**src/rtl/pc_sequencer.sv**
```systemverilog
// pc_sequencer: next-PC select FSM (RUN/FLUSH/HALT) with optional return-address stack.
// Ports: clk, reset (async, active-high); pc_in, stall, halt_req, resume, jump,
//   branch, branch_taken, call, ret, target in; next_pc, inst_valid, halted,
//   sp, stack_ovf, stack_unf out. Stack present only with `define PC_SEQ_STACK_EN.
module pc_sequencer #(
  parameter int STACK_DEPTH = 4
) (
  input  logic       clk,
  input  logic       reset,
  input  logic [7:0] pc_in,
  input  logic       stall,
  input  logic       halt_req,
  input  logic       resume,
  input  logic       jump,
  input  logic       branch,
  input  logic       branch_taken,
  input  logic       call,
  input  logic       ret,
  input  logic [7:0] target,
  output logic [7:0] next_pc,
  output logic       inst_valid,
  output logic       halted,
  output logic [3:0] sp,
  output logic       stack_ovf,
  output logic       stack_unf
);

  typedef enum logic [1:0] {
    RUN   = 2'd0,
    FLUSH = 2'd1,
    HALT  = 2'd2
  } state_t;

  state_t     state;
  state_t     state_nxt;
  logic [7:0] pc_inc;
  logic       taken;

  logic sel_halt;
  logic sel_ret;
  logic sel_call;
  logic sel_jump;
  logic sel_br;
  logic sel_stall;

  if (STACK_DEPTH < 2 || STACK_DEPTH > 8) begin : g_bad_depth
    $error("pc_sequencer: STACK_DEPTH must be 2..8");
  end

  assign pc_inc = pc_in + 8'd1;
  assign taken  = branch & branch_taken;

  // Priority chain flattened to one-hot selects
  assign sel_halt  = halt_req;
  assign sel_ret   = ~halt_req & ret;
  assign sel_call  = ~halt_req & ~ret & call;
  assign sel_jump  = ~halt_req & ~ret & ~call & jump;
  assign sel_br    = ~halt_req & ~ret & ~call & ~jump & taken;
  assign sel_stall = ~halt_req & ~ret & ~call & ~jump
                   & ~taken & stall;

`ifdef PC_SEQ_STACK_EN
  localparam int         IW    = $clog2(STACK_DEPTH);
  localparam logic [3:0] DEPTH = 4'(STACK_DEPTH);

  logic [STACK_DEPTH-1:0][7:0] stack;
  logic [3:0] sp_q;
  logic [3:0] sp_dec;
  logic       ovf_q;
  logic       unf_q;
  logic       push;
  logic       pop;
  logic       set_ovf;
  logic       set_unf;
  logic [7:0] top;

  assign sp_dec = sp_q - 4'd1;
  assign top    = stack[sp_dec[IW-1:0]];

  always_ff @(posedge clk or posedge reset) begin
    if (reset) begin
      stack <= '0;
      sp_q  <= 4'd0;
      ovf_q <= 1'b0;
      unf_q <= 1'b0;
    end else begin
      if (push) begin
        stack[sp_q[IW-1:0]] <= pc_inc;
        sp_q <= sp_q + 4'd1;
      end else if (pop) begin
        sp_q <= sp_dec;
      end
      if (set_ovf) ovf_q <= 1'b1;
      if (set_unf) unf_q <= 1'b1;
    end
  end

  assign sp        = sp_q;
  assign stack_ovf = ovf_q;
  assign stack_unf = unf_q;
`else
  assign sp        = 4'd0;
  assign stack_ovf = 1'b0;
  assign stack_unf = 1'b0;
`endif

  always_ff @(posedge clk or posedge reset) begin
    if (reset) state <= RUN;
    else       state <= state_nxt;
  end

  always_comb begin
    state_nxt = state;
    next_pc   = pc_in;
`ifdef PC_SEQ_STACK_EN
    push    = 1'b0;
    pop     = 1'b0;
    set_ovf = 1'b0;
    set_unf = 1'b0;
`endif
    unique case (state)
      RUN: begin
        unique case (1'b1)
          sel_halt: state_nxt = HALT;
          sel_ret: begin
`ifdef PC_SEQ_STACK_EN
            if (sp_q != 4'd0) begin
              next_pc   = top;
              pop       = 1'b1;
              state_nxt = FLUSH;
            end else begin
              next_pc = pc_inc;
              set_unf = 1'b1;
            end
`else
            next_pc = pc_inc;
`endif
          end
          sel_call: begin
            next_pc   = target;
            state_nxt = FLUSH;
`ifdef PC_SEQ_STACK_EN
            // Full stack: still redirect, drop the return address
            if (sp_q < DEPTH) push = 1'b1;
            else              set_ovf = 1'b1;
`endif
          end
          sel_jump, sel_br: begin
            next_pc   = target;
            state_nxt = FLUSH;
          end
          sel_stall: next_pc = pc_in;
          default:   next_pc = pc_inc;
        endcase
      end
      FLUSH: begin
        if (!stall) begin
          next_pc   = pc_inc;
          state_nxt = RUN;
        end
      end
      HALT: begin
        if (resume) state_nxt = FLUSH;
      end
      default: state_nxt = RUN;
    endcase
  end

  assign inst_valid = (state == RUN);
  assign halted     = (state == HALT);

endmodule

```
**config.mk**
```make
export PLATFORM = sky130hd
export DESIGN_NAME = pc_sequencer
export DESIGN_NICKNAME = d
export VERILOG_FILES = /design/src/rtl/pc_sequencer.sv
export SDC_FILE = /design/constraint.sdc
export NUM_CORES = 1
export LEC_CHECK = 0
export BUFFER_PORTS_ARGS = -buffer_cell sky130_fd_sc_hd__buf_4
export CAP_MARGIN = 20
export CORE_MARGIN = 2
export CORE_UTILIZATION = 40
export DETAILED_ROUTE_END_ITERATION = 8
export GPL_TIMING_DRIVEN = 0
export HOLD_SLACK_MARGIN = 0.05
export PLACE_DENSITY = 0.86
export SYNTH_ARGS = -nofsm -noshare
export SYNTH_HDL_FRONTEND = slang
export SYNTH_SLANG_ARGS = --single-unit
```
**constraint.sdc**
```tcl
create_clock -name clk -period 2.3 [get_ports clk]
set_clock_uncertainty 0.2 [all_clocks]
set_input_delay 0.345 -clock clk [delete_from_list [all_inputs] [get_ports clk]]
set_output_delay 0.345 -clock clk [all_outputs]
set_load 0.02 [all_outputs]
```
==> impl_metrics.json, run 1 <==
{
  "status": "finished with violations",
  "failed_checks": "setup timing",
  "starting_density_pct": 43.10,
  "die_w_um": 44.53,
  "h-tree-depth": 1,
  "cts_max_path_buffers": 2,
  "number_of_maximum_capacitance_violations": 0,
  "multi_input_logic_area_um2": 623.1,
  "largest_register_by_flop_count": "state",
  "holdWs_ps": 112.3,
  "async_reset_ff_share_pct": 100.0,
  "synth.yosys.seq_area_share_pct": 7.619,
  "chipHeight_um": 44.53,
  "largest_net_degree_at_the_start_of_global_routing": 11,
  "groute.layer.met3.usage_pct": 1.633,
  "area.growth.synth_to_final_pct": 79.62,
  "gr-usage-all-layers_pct": 22.42,
  "class_of_the_most_critical_hold_timing_path": "input port to flop",
  "clock-root-buffer": "sky130_fd_sc_hd__clkbuf_4",
  "clkSinkCount": 2,
  "fin_ws_ps": -100.0,
  "synth_area_um2": 656.9,
  "powerDensity_nw_per_um2": 845.2,
  "finish.net_count": 175,
  "design.core.area_um2": 1524,
  "grt_pass1_wl_um": 3436,
  "post-route-period-util_pct": 104.3,
  "yosys.area.top_type": "sky130_fd_sc_hd__buf_4",
  "dpl.hpwl_um": 1581,
  "gp_routability_congestion": 0.8403,
  "fillerInstances": 124,
  "drt-total-wl_um": 2472,
  "placed_cells_incl_taps": 148,
  "grt.met1_usage_pct": 25.37,
  "total_die_area_um2": 1982,
  "synth_top_area_share_pct": 8.000,
  "required_ps": 1750,
  "syn_area_per_cell_um2": 7.063,
  "number_of_antenna_violations_at_the_first_check_in_global_routing": 0,
  "period_minus_slack_ps": 2400,
  "final-max-slew-violation-count": 0,
  "tritoncts_clock_tree": "done",
  "leakage_nw": 0.5397,
  "instances_no_fill": 162,
  "syn_inst": 93,
  "drt_iter0_drc": 25,
  "grt.met2_usage_pct": 42.03,
  "io-pin-count": 42,
  "vias_per_cell": 5.833,
  "yosysWarnings": 0,
  "via_count": 945,
  "final_util_pct": 77.42,
  "path_max_fanout": 3,
  "sequential_cell_area_um2": 51.30,
  "antenna-diode-count": 0,
  "antenna_violating_nets_left": 0,
  "synth_unique_cells": 46,
  "clock_insertion_delay_worst_skew_ps": 220,
  "cts.clk_slew.worst_paths_ps": 30,
  "largest_register_ffs": 2,
  "synth_seq_cells": 2,
  "most-common-layout-cells": "sky130_fd_sc_hd__buf_4, sky130_fd_sc_hd__nand2_1, sky130_fd_sc_hd__inv_1, sky130_fd_sc_hd__conb_1, sky130_fd_sc_hd__nor2_1",
  "startpoint_type": "flop",
  "rows": 14,
  "worst-endpoint-arrival_ps": 1860,
  "setup_total_negative_slack_ps": -173.1,
  "post_route_cells_drive_above_1_share_pct": 52.05,
  "worstSetupPathType": "flop to output pin",
  "endpoint_kind": "output pin",
  "clock.fmax_mhz": 416.7,
  "most_common_library_cell_in_the_layout_ignoring_fill_and_taps": "sky130_fd_sc_hd__buf_4",
  "grt_pass1_vias": 820,
  "timing.final.setup_violations": 5,
  "tritoncts.num_buffers": 3,
  "synth_edf_count": 0,
  "placement.io_buffers": 34,
  "ys_dominant_reg_cell": "sky130_fd_sc_hd__dfrtp_1",
  "drc": 0,
  "globalRoute.busiestLayer": "met2",
  "synth.area.top_cells": "sky130_fd_sc_hd__buf_4, sky130_fd_sc_hd__dfrtp_1, sky130_fd_sc_hd__o21ai_0, sky130_fd_sc_hd__nand2_1, sky130_fd_sc_hd__a21oi_1",
  "globalRouteOverflowTotal": 0,
  "vdd.ir_drop.worst_uv": 582.6,
  "wire_per_inst_um": 15.26,
  "grt_setup_unrepaired": "yes",
  "hold_viol_final": 0,
  "largest_registers": "state (2)",
  "dr.pass1.iters": 4
}
-- worst max-delay path, cell delays in order (launching register included) --
cell                      delay (ps)
sky130_fd_sc_hd__dfrtp_2         410
sky130_fd_sc_hd__buf_6           120
sky130_fd_sc_hd__a21o_1          170
sky130_fd_sc_hd__a211o_1         320
sky130_fd_sc_hd__a21o_1          170
sky130_fd_sc_hd__a221o_1         300
sky130_fd_sc_hd__buf_6           130
-- final timing paths --
| check | startpoint | slack [ps] | end | depth (start not counted) |
|---|---|---|---|---|
| worst min-delay path | resume | 110 | state[1] | 2 |
| min in group asynchronous | reset | 350 | state[1] | 3 |
| worst min register to register | state[1] | 540 | state[1] | 3 |
| worst max-delay path | state[1] | -100 | next_pc[3] | 6 |
| max in group asynchronous | reset | 1430 | state[1] | 3 |
| worst max register to register | state[0] | 850 | state[0] | 6 |
-- metrics by stage --
stage	instance area (µm²)	setup slack [ps]	total power [mW]
2_1_floorplan	675.6	144.9	0.4816
3_3_place_gp	950.9	-96.17	0.6862
3_5_place_dp	950.9	-136.5	0.6988
4_1_cts	1074	-82.16	0.8867
5_1_grt	1180	-149.4	1.053
6_report	1180	-100.0	0.9972
-- timing repair --
action / in CTS / in global routing
pin swaps: 3 / 4
setup buffers: 5 / 5
setup endpoints to repair: 6 / 7
resized for setup: 12 / 13
hold buffers: 1 / 0
endpoints found under the hold margin: 2 / 0
-- cells by family (layout without fill, tap and decap cells) --
family	Yosys count	in the layout	synth area share, %
AND/OR/NAND/NOR	34	34	28.00
flip-flops	2	2	7.619
other	1	6	0.5709
AO/OA/AOI/OAI	38	38	44.95
adder cells (fa/ha/maj)	1	1	1.904
multiplexers	1	1	2.285
buffers and inverters	16	64	14.67
-- cells in the mapped netlist, types with 2 or more instances --
cell type                   count
sky130_fd_sc_hd__a2111oi_0      2
sky130_fd_sc_hd__a221o_1        2
sky130_fd_sc_hd__nor2_1         5
sky130_fd_sc_hd__or3_1          3
sky130_fd_sc_hd__inv_1          6
sky130_fd_sc_hd__a21o_1         2
sky130_fd_sc_hd__o41ai_1        2
sky130_fd_sc_hd__o21ai_0        7
sky130_fd_sc_hd__a22oi_1        2
sky130_fd_sc_hd__buf_4          7
sky130_fd_sc_hd__dfrtp_1        2
sky130_fd_sc_hd__nor2b_1        4
sky130_fd_sc_hd__nor3_1         2
sky130_fd_sc_hd__nand3_1        2
sky130_fd_sc_hd__a21oi_1        5
sky130_fd_sc_hd__nand2_1        9
sky130_fd_sc_hd__buf_2          2
-- layout make-up --
cell class                 instances  share of cell area [%]
buffer                            10                   6.787
inverter                           6                   1.909
tap                               16                   1.697
timing repair buffer              45                   30.54
multi-input combinational         80                   52.81
clock buffer                       3                   1.909
sequential                         2                   4.348
-- per-layer routing --
layer	vias to the layer above	wire length (µm)	share of wire (%)
li1	460	-	-
met1	433	939	38
met2	47	1304	53
met3	5	180	7.3
met4	0	48	1.9
met5	-	0	0
-- report_power, final --
part | total [mW] | leakage, nW | internal (mW) | switching, mW
sequential | 0.0686 | 0.0238 | 0.0535 | 0.0151
combinational | 0.850 | 0.502 | 0.418 | 0.433
clock | 0.0783 | 0.0138 | 0.0576 | 0.0207
No activity file was read; power rests on OpenSTA's default activity.
==> inputs of run 2 (changes only) <==
Settings changed: SETUP_SLACK_MARGIN set to 0.4.
==> impl_metrics.json, run 2 (synthesized netlist as in run 1, its figures left out) <==
{
  "starting_density_pct": 43.10,
  "timing.reg2reg.setup_slack_ps": 650,
  "dpl-instance-area_um2": 1017,
  "clock-root-buffer": "sky130_fd_sc_hd__clkbuf_4",
  "required_ps": 1750,
  "endpoint_kind": "output pin",
  "rr_endpoint": "state[1]",
  "grt_pass1_vias": 1038,
  "antenna_violating_nets_left": 0,
  "clock_insertion_delay_worst_skew_ps": 240,
  "die_w_um": 44.53,
  "layout.cell_area.non_filler_um2": 1449,
  "cpPeakStageDelay_ps": 420,
  "totalPowerFinal_mw": 1.364,
  "class_of_the_most_critical_hold_timing_path": "input port to flop",
  "grt_pass1_wl_um": 4464,
  "antenna-diode-count": 0,
  "drt_iter0_drc": 67,
  "cts.clk_slew.worst_paths_ps": 40,
  "vdd.ir_drop.worst_uv": 861.2,
  "powerDensity_nw_per_um2": 941.6,
  "post_route_cells_drive_above_1_share_pct": 62.18,
  "via_count": 1162,
  "startpoint_type": "flop",
  "tritoncts_clock_tree": "done",
  "post-route-period-util_pct": 106.5,
  "dpl.hpwl_um": 1649,
  "globalRouteOverflowTotal": 0,
  "sequential_cell_area_um2": 51.30,
  "period_minus_slack_ps": 2449,
  "drc": 0,
  "largest_registers": "state (2)",
  "h-tree-depth": 1,
  "cts_max_path_buffers": 2,
  "hold_end": "state[1]",
  "worst-endpoint-arrival_ps": 1900,
  "status": "finished with violations",
  "finish.net_count": 185,
  "worstSetupPathType": "flop to output pin",
  "reg2reg_from": "state[1]",
  "fin_ws_ps": -149.4,
  "grt_setup_unrepaired": "yes",
  "clkSinkCount": 2,
  "most_common_library_cell_in_the_layout_ignoring_fill_and_taps": "sky130_fd_sc_hd__buf_4",
  "multi_input_logic_area_um2": 739.5,
  "largest_net_degree_at_the_start_of_global_routing": 11,
  "number_of_antenna_violations_at_the_first_check_in_global_routing": 0,
  "number_of_maximum_capacitance_violations": 0,
  "min_from": "resume",
  "leakage_nw": 0.6377,
  "worstPathCellList": "buf_6, a21o_1, a211o_1, a21o_1, a221o_1, buf_6",
  "chipHeight_um": 44.53,
  "total_die_area_um2": 1982,
  "placed_cells_incl_taps": 148,
  "clock.fmax_mhz": 408.3,
  "wire_per_inst_um": 24.52,
  "largest_register_ffs": 2,
  "drt-total-wl_um": 4217,
  "rows": 14,
  "timing.final.setup_violations": 6,
  "instances_no_fill": 172,
  "vias_per_cell": 6.756,
  "path_max_fanout": 4,
  "final_util_pct": 95.07,
  "most-common-layout-cells": "sky130_fd_sc_hd__buf_4, sky130_fd_sc_hd__buf_6, sky130_fd_sc_hd__nand2_1",
  "hold_depth": 2,
  "fillerInstances": 39,
  "hold_viol_final": 0,
  "largest_register_by_flop_count": "state",
  "gp_routability_congestion": 0.8768,
  "area.growth.synth_to_final_pct": 120.6,
  "reg2reg_depth": 6,
  "placement.io_buffers": 34,
  "final-max-slew-violation-count": 0,
  "design.core.area_um2": 1524,
  "tritoncts.num_buffers": 3,
  "timing.critical_path.slowest_stage_cell": "sky130_fd_sc_hd__dfrtp_1",
  "io-pin-count": 42,
  "failed_checks": "setup timing",
  "dr.pass1.iters": 4,
  "gr-usage-all-layers_pct": 30.81
}
## run 2: cell types whose count changed in the layout (fill, tap and decap cells not counted), moves of 2 or more
| cell | before | now |
|---|---|---|
| sky130_fd_sc_hd__or3_4 | 0 | 2 |
| sky130_fd_sc_hd__buf_4 | 48 | 42 |
| sky130_fd_sc_hd__a2111oi_4 | 0 | 2 |
| sky130_fd_sc_hd__buf_8 | 0 | 3 |
| sky130_fd_sc_hd__buf_6 | 4 | 18 |
| sky130_fd_sc_hd__o21ai_0 | 4 | 1 |
| sky130_fd_sc_hd__o21ai_2 | 0 | 4 |
## run 2: through the flow
| stage | worst slack (ps) | TNS [ps] | hold WS, ps |
|---|---|---|---|
| floorplan | 235.9 | 0 | -113.8 |
| global placement | 7.735 | 0 | 4.782 |
| detailed placement | -25.16 | -37.75 | 11.41 |
| CTS | -64.42 | -88.60 | 108.8 |
| global route | -208.6 | -835.4 | 107.2 |
| finish | -149.4 | -563.6 | 137.6 |
## run 2: worst max path at each step
stage / startpoint / endpoint / slack (ps) / cells after the start
3_5_place_dp: branch_taken / next_pc[5] / -30 / 6
4_1_cts: state[1] / next_pc[3] / -60 / 6
3_3_place_gp: halt_req / next_pc[3] / 8 / 7
2_1_floorplan: branch_taken / next_pc[4] / 240 / 4
5_1_grt: state[0] / next_pc[5] / -210 / 7
6_report: state[0] / next_pc[3] / -150 / 6
## run 2: timing repair
item,in CTS,in global routing
pin swaps,9,7
hold buffers,1,0
endpoints found under the hold margin,2,0
resized for setup,35,17
buffers inserted,9,11
endpoints found under the setup margin,8,9
## run 2: report_power, final
part           internal (mW)  leakage, nW  total (mW)  switching, mW
sequential            0.0534       0.0238      0.0795         0.0261
clock                 0.0579       0.0138      0.0821         0.0242
combinational          0.606        0.600        1.20          0.597
## run 2: worst max-delay path: cells and delay by family, from the launching register on
| kind | cells | cell delay (ps) |
|---|---|---|
| AO/OA/AOI/OAI | 4 | 970 |
| buffers and inverters | 2 | 270 |
| flip-flops | 1 | 420 |
## run 2: area by class of cell
| class | count | area share, % |
|---|---|---|
| multi-input cells | 80 | 51.04 |
| clock buffers | 3 | 1.554 |
| repair buffers | 55 | 34.97 |
| plain buffers | 10 | 5.959 |
| inverters | 6 | 1.554 |
| well taps | 16 | 1.382 |
| flip-flops and latches | 2 | 3.541 |
## run 2: layer usage
| layer | vias to the layer above | global-route usage, % | wire length (µm) |
|---|---|---|---|
| li1 | 481 | - | - |
| met1 | 533 | 31.87 | 1509 |
| met2 | 108 | 52.17 | 1983 |
| met3 | 40 | 5.306 | 413 |
| met4 | 0 | 27.88 | 310 |
| met5 | - | 0 | 0 |
==> inputs of run 3 (changes only) <==
Settings changed: ABC_AREA set to 1, PLACE_DENSITY 0.86 to 0.84.
==> impl_metrics.json, run 3 <==
{
  "design.core.area_um2": 1745,
  "post-route-period-util_pct": 87.64,
  "largest_registers": "state (2)",
  "synth_top_area_share_pct": 17.56,
  "syn_area_per_cell_um2": 5.626,
  "antenna_violating_nets_left": 0,
  "timing.reg2reg.setup_slack_ps": 870,
  "yosys.area.top_type": "sky130_fd_sc_hd__nand2_1",
  "hold_depth": 3,
  "dpl.hpwl_um": 1591,
  "tritoncts_clock_tree": "done",
  "syn_inst": 133,
  "leakage_nw": 0.7347,
  "die_w_um": 47.25,
  "worst-endpoint-arrival_ps": 1470,
  "globalRouteOverflowTotal": 0,
  "path_max_fanout": 5,
  "reg2reg_depth": 7,
  "most_common_library_cell_in_the_layout_ignoring_fill_and_taps": "sky130_fd_sc_hd__buf_4",
  "grt_pass1_wl_um": 3374,
  "grt_pass1_vias": 869,
  "dr.pass1.iters": 6,
  "cts_max_path_buffers": 2,
  "antenna-diode-count": 0,
  "cts.clk_slew.worst_paths_ps": 30,
  "drt_iter0_drc": 19,
  "synth_area_um2": 748.2,
  "timing.final.setup_violations": 0,
  "io-pin-count": 42,
  "hold_viol_final": 0,
  "gp_routability_congestion": 0.8641,
  "starting_density_pct": 42.87,
  "post-synth-top-count-cell": "sky130_fd_sc_hd__nand2_1",
  "ys_dominant_reg_cell": "sky130_fd_sc_hd__dfrtp_1",
  "wire_per_inst_um": 11.37,
  "clock_insertion_delay_worst_skew_ps": 220,
  "area.growth.synth_to_final_pct": 82.11,
  "final-max-slew-violation-count": 0,
  "clkSinkCount": 2,
  "synth.yosys.seq_area_share_pct": 6.689,
  "largest_net_degree_at_the_start_of_global_routing": 8,
  "setup_total_negative_slack_ps": 0,
  "chipHeight_um": 47.25,
  "number_of_maximum_capacitance_violations": 0,
  "rows": 15,
  "synth_edf_count": 0,
  "total_die_area_um2": 2233,
  "number_of_antenna_violations_at_the_first_check_in_global_routing": 0,
  "clock-root-buffer": "sky130_fd_sc_hd__clkbuf_4",
  "rr_endpoint": "state[0]",
  "final_util_pct": 78.06,
  "placement.io_buffers": 35,
  "drt-total-wl_um": 2400,
  "clock.fmax_mhz": 496.1,
  "async_reset_ff_share_pct": 100.0,
  "fillerInstances": 126,
  "post_route_cells_drive_above_1_share_pct": 51.08,
  "vdd.ir_drop.worst_uv": 693.4,
  "reg2reg_from": "state[1]",
  "synth.top_cells.by_count": "sky130_fd_sc_hd__nand2_1, sky130_fd_sc_hd__inv_1, sky130_fd_sc_hd__nand3_1, sky130_fd_sc_hd__nor2_1",
  "powerDensity_nw_per_um2": 946.5,
  "most-common-layout-cells": "sky130_fd_sc_hd__buf_4, sky130_fd_sc_hd__nand2_1, sky130_fd_sc_hd__inv_1",
  "period_minus_slack_ps": 2016,
  "drc": 0,
  "finish.net_count": 215,
  "class_of_the_most_critical_hold_timing_path": "input port to flop",
  "yosysWarnings": 0,
  "min_from": "halt_req",
  "synth.area.top_cells": "sky130_fd_sc_hd__nand2_1, sky130_fd_sc_hd__nand3_1, sky130_fd_sc_hd__inv_1, sky130_fd_sc_hd__dfrtp_1, sky130_fd_sc_hd__nor2_1",
  "worstSetupPathType": "flop to output pin",
  "hold_end": "state[1]",
  "required_ps": 1750,
  "vias_per_cell": 4.806,
  "synth_unique_cells": 31,
  "gr-usage-all-layers_pct": 21.02,
  "endpoint_kind": "output pin",
  "largest_register_ffs": 2,
  "synth_seq_cells": 2,
  "tritoncts.num_buffers": 3,
  "status": "finished, final reports clean",
  "startpoint_type": "flop",
  "h-tree-depth": 1,
  "grt_setup_unrepaired": "yes",
  "largest_register_by_flop_count": "state",
  "via_count": 1014
}
-- run 3: cell count changes in the layout (fill, tap and decap cells not counted), sizes merged, moves of 3 or more --
cell	change
nand2	+34
inv	+16
buf	-13
nand3	+13
nor2	+10
nor2b	-4
or3	-4
a221o	-3
-- run 3: routing by layer --
layer	vias up	wire [µm]	track usage [%]
met5	-	0	0
met3	4	108	3.462
met4	0	27	8.333
met1	452	910	23.46
li1	517	-	-
met2	41	1354	38.92
-- run 3: power breakdown --
part,internal (mW),total [mW],switching [mW]
combinational,0.561,1.13,0.570
sequential,0.0527,0.0811,0.0283
clock,0.0575,0.0770,0.0195
total,0.672,1.29,0.618
-- run 3: worst max-delay path by stage --
stage / startpoint / end / slack (ps)
after floorplan: pc_in[0] / next_pc[1] / 560
after global placement: pc_in[0] / next_pc[1] / 350
after detailed placement: pc_in[0] / next_pc[1] / 340
after CTS: state[1] / next_pc[5] / 310
after global routing: state[1] / next_pc[4] / 190
final: state[1] / next_pc[4] / 280
-- run 3: kinds of logic (layout without fill, tap and decap cells) --
| family | Yosys count | after routing | share of synthesized area, % |
|---|---|---|---|
| AO/OA/AOI/OAI | 17 | 17 | 13.04 |
| XOR/XNOR | 2 | 2 | 2.342 |
| adder cells (fa/ha/maj) | 1 | 1 | 1.672 |
| buffers and inverters | 31 | 79 | 22.57 |
| flip-flops | 2 | 2 | 6.689 |
| other | 1 | 6 | 0.5012 |
| AND/OR/NAND/NOR | 79 | 79 | 53.18 |
-- run 3: timing repair --
action / in CTS / in global routing
setup buffers: 3 / 5
pin swaps: 8 / 15
hold buffers: 1 / 0
setup endpoints to repair: 8 / 8
gates cloned: 1 / 0
resized for setup: 15 / 23
hold endpoints to repair: 2 / 0
-- run 3: layout make-up --
| cell class | count | area [µm²] | area share [%] |
|---|---|---|---|
| inverters | 24 | 111.4 | 8.173 |
| repair buffers | 45 | 422.9 | 31.04 |
| flip-flops and latches | 2 | 51.30 | 3.765 |
| plain buffers | 7 | 65.06 | 4.775 |
| well taps | 25 | 31.28 | 2.296 |
| multi-input cells | 105 | 658.1 | 48.30 |
| clock buffers | 3 | 22.52 | 1.653 |
-- run 3: through the flow --
step / hold slack (ps) / worst slack, ps / power [mW] / std cells / area [µm²]
finish: 187.4 / 284.3 / 1.290 / 211 / 1363
global route: 222.2 / 188.0 / 1.371 / 211 / 1363
CTS: 175.4 / 310.1 / 1.160 / 206 / 1225
detailed placement: 5.471 / 338.9 / 0.8571 / 198 / 1061
global placement: 2.687 / 346.7 / 0.8413 / 198 / 1061
floorplan: -113.8 / 556.6 / 0.5948 / 138 / 767.0
-- run 3: critical path, cell delays in order (launching register included) --
cell and delay [ps]:
sky130_fd_sc_hd__dfrtp_2 440, sky130_fd_sc_hd__inv_2 100, sky130_fd_sc_hd__nand2_4 80, sky130_fd_sc_hd__inv_6 80, sky130_fd_sc_hd__buf_12 130, sky130_fd_sc_hd__nand2_4 60
sky130_fd_sc_hd__o21ai_1 130, sky130_fd_sc_hd__inv_1 50, sky130_fd_sc_hd__nand2_1 70, sky130_fd_sc_hd__buf_6 110
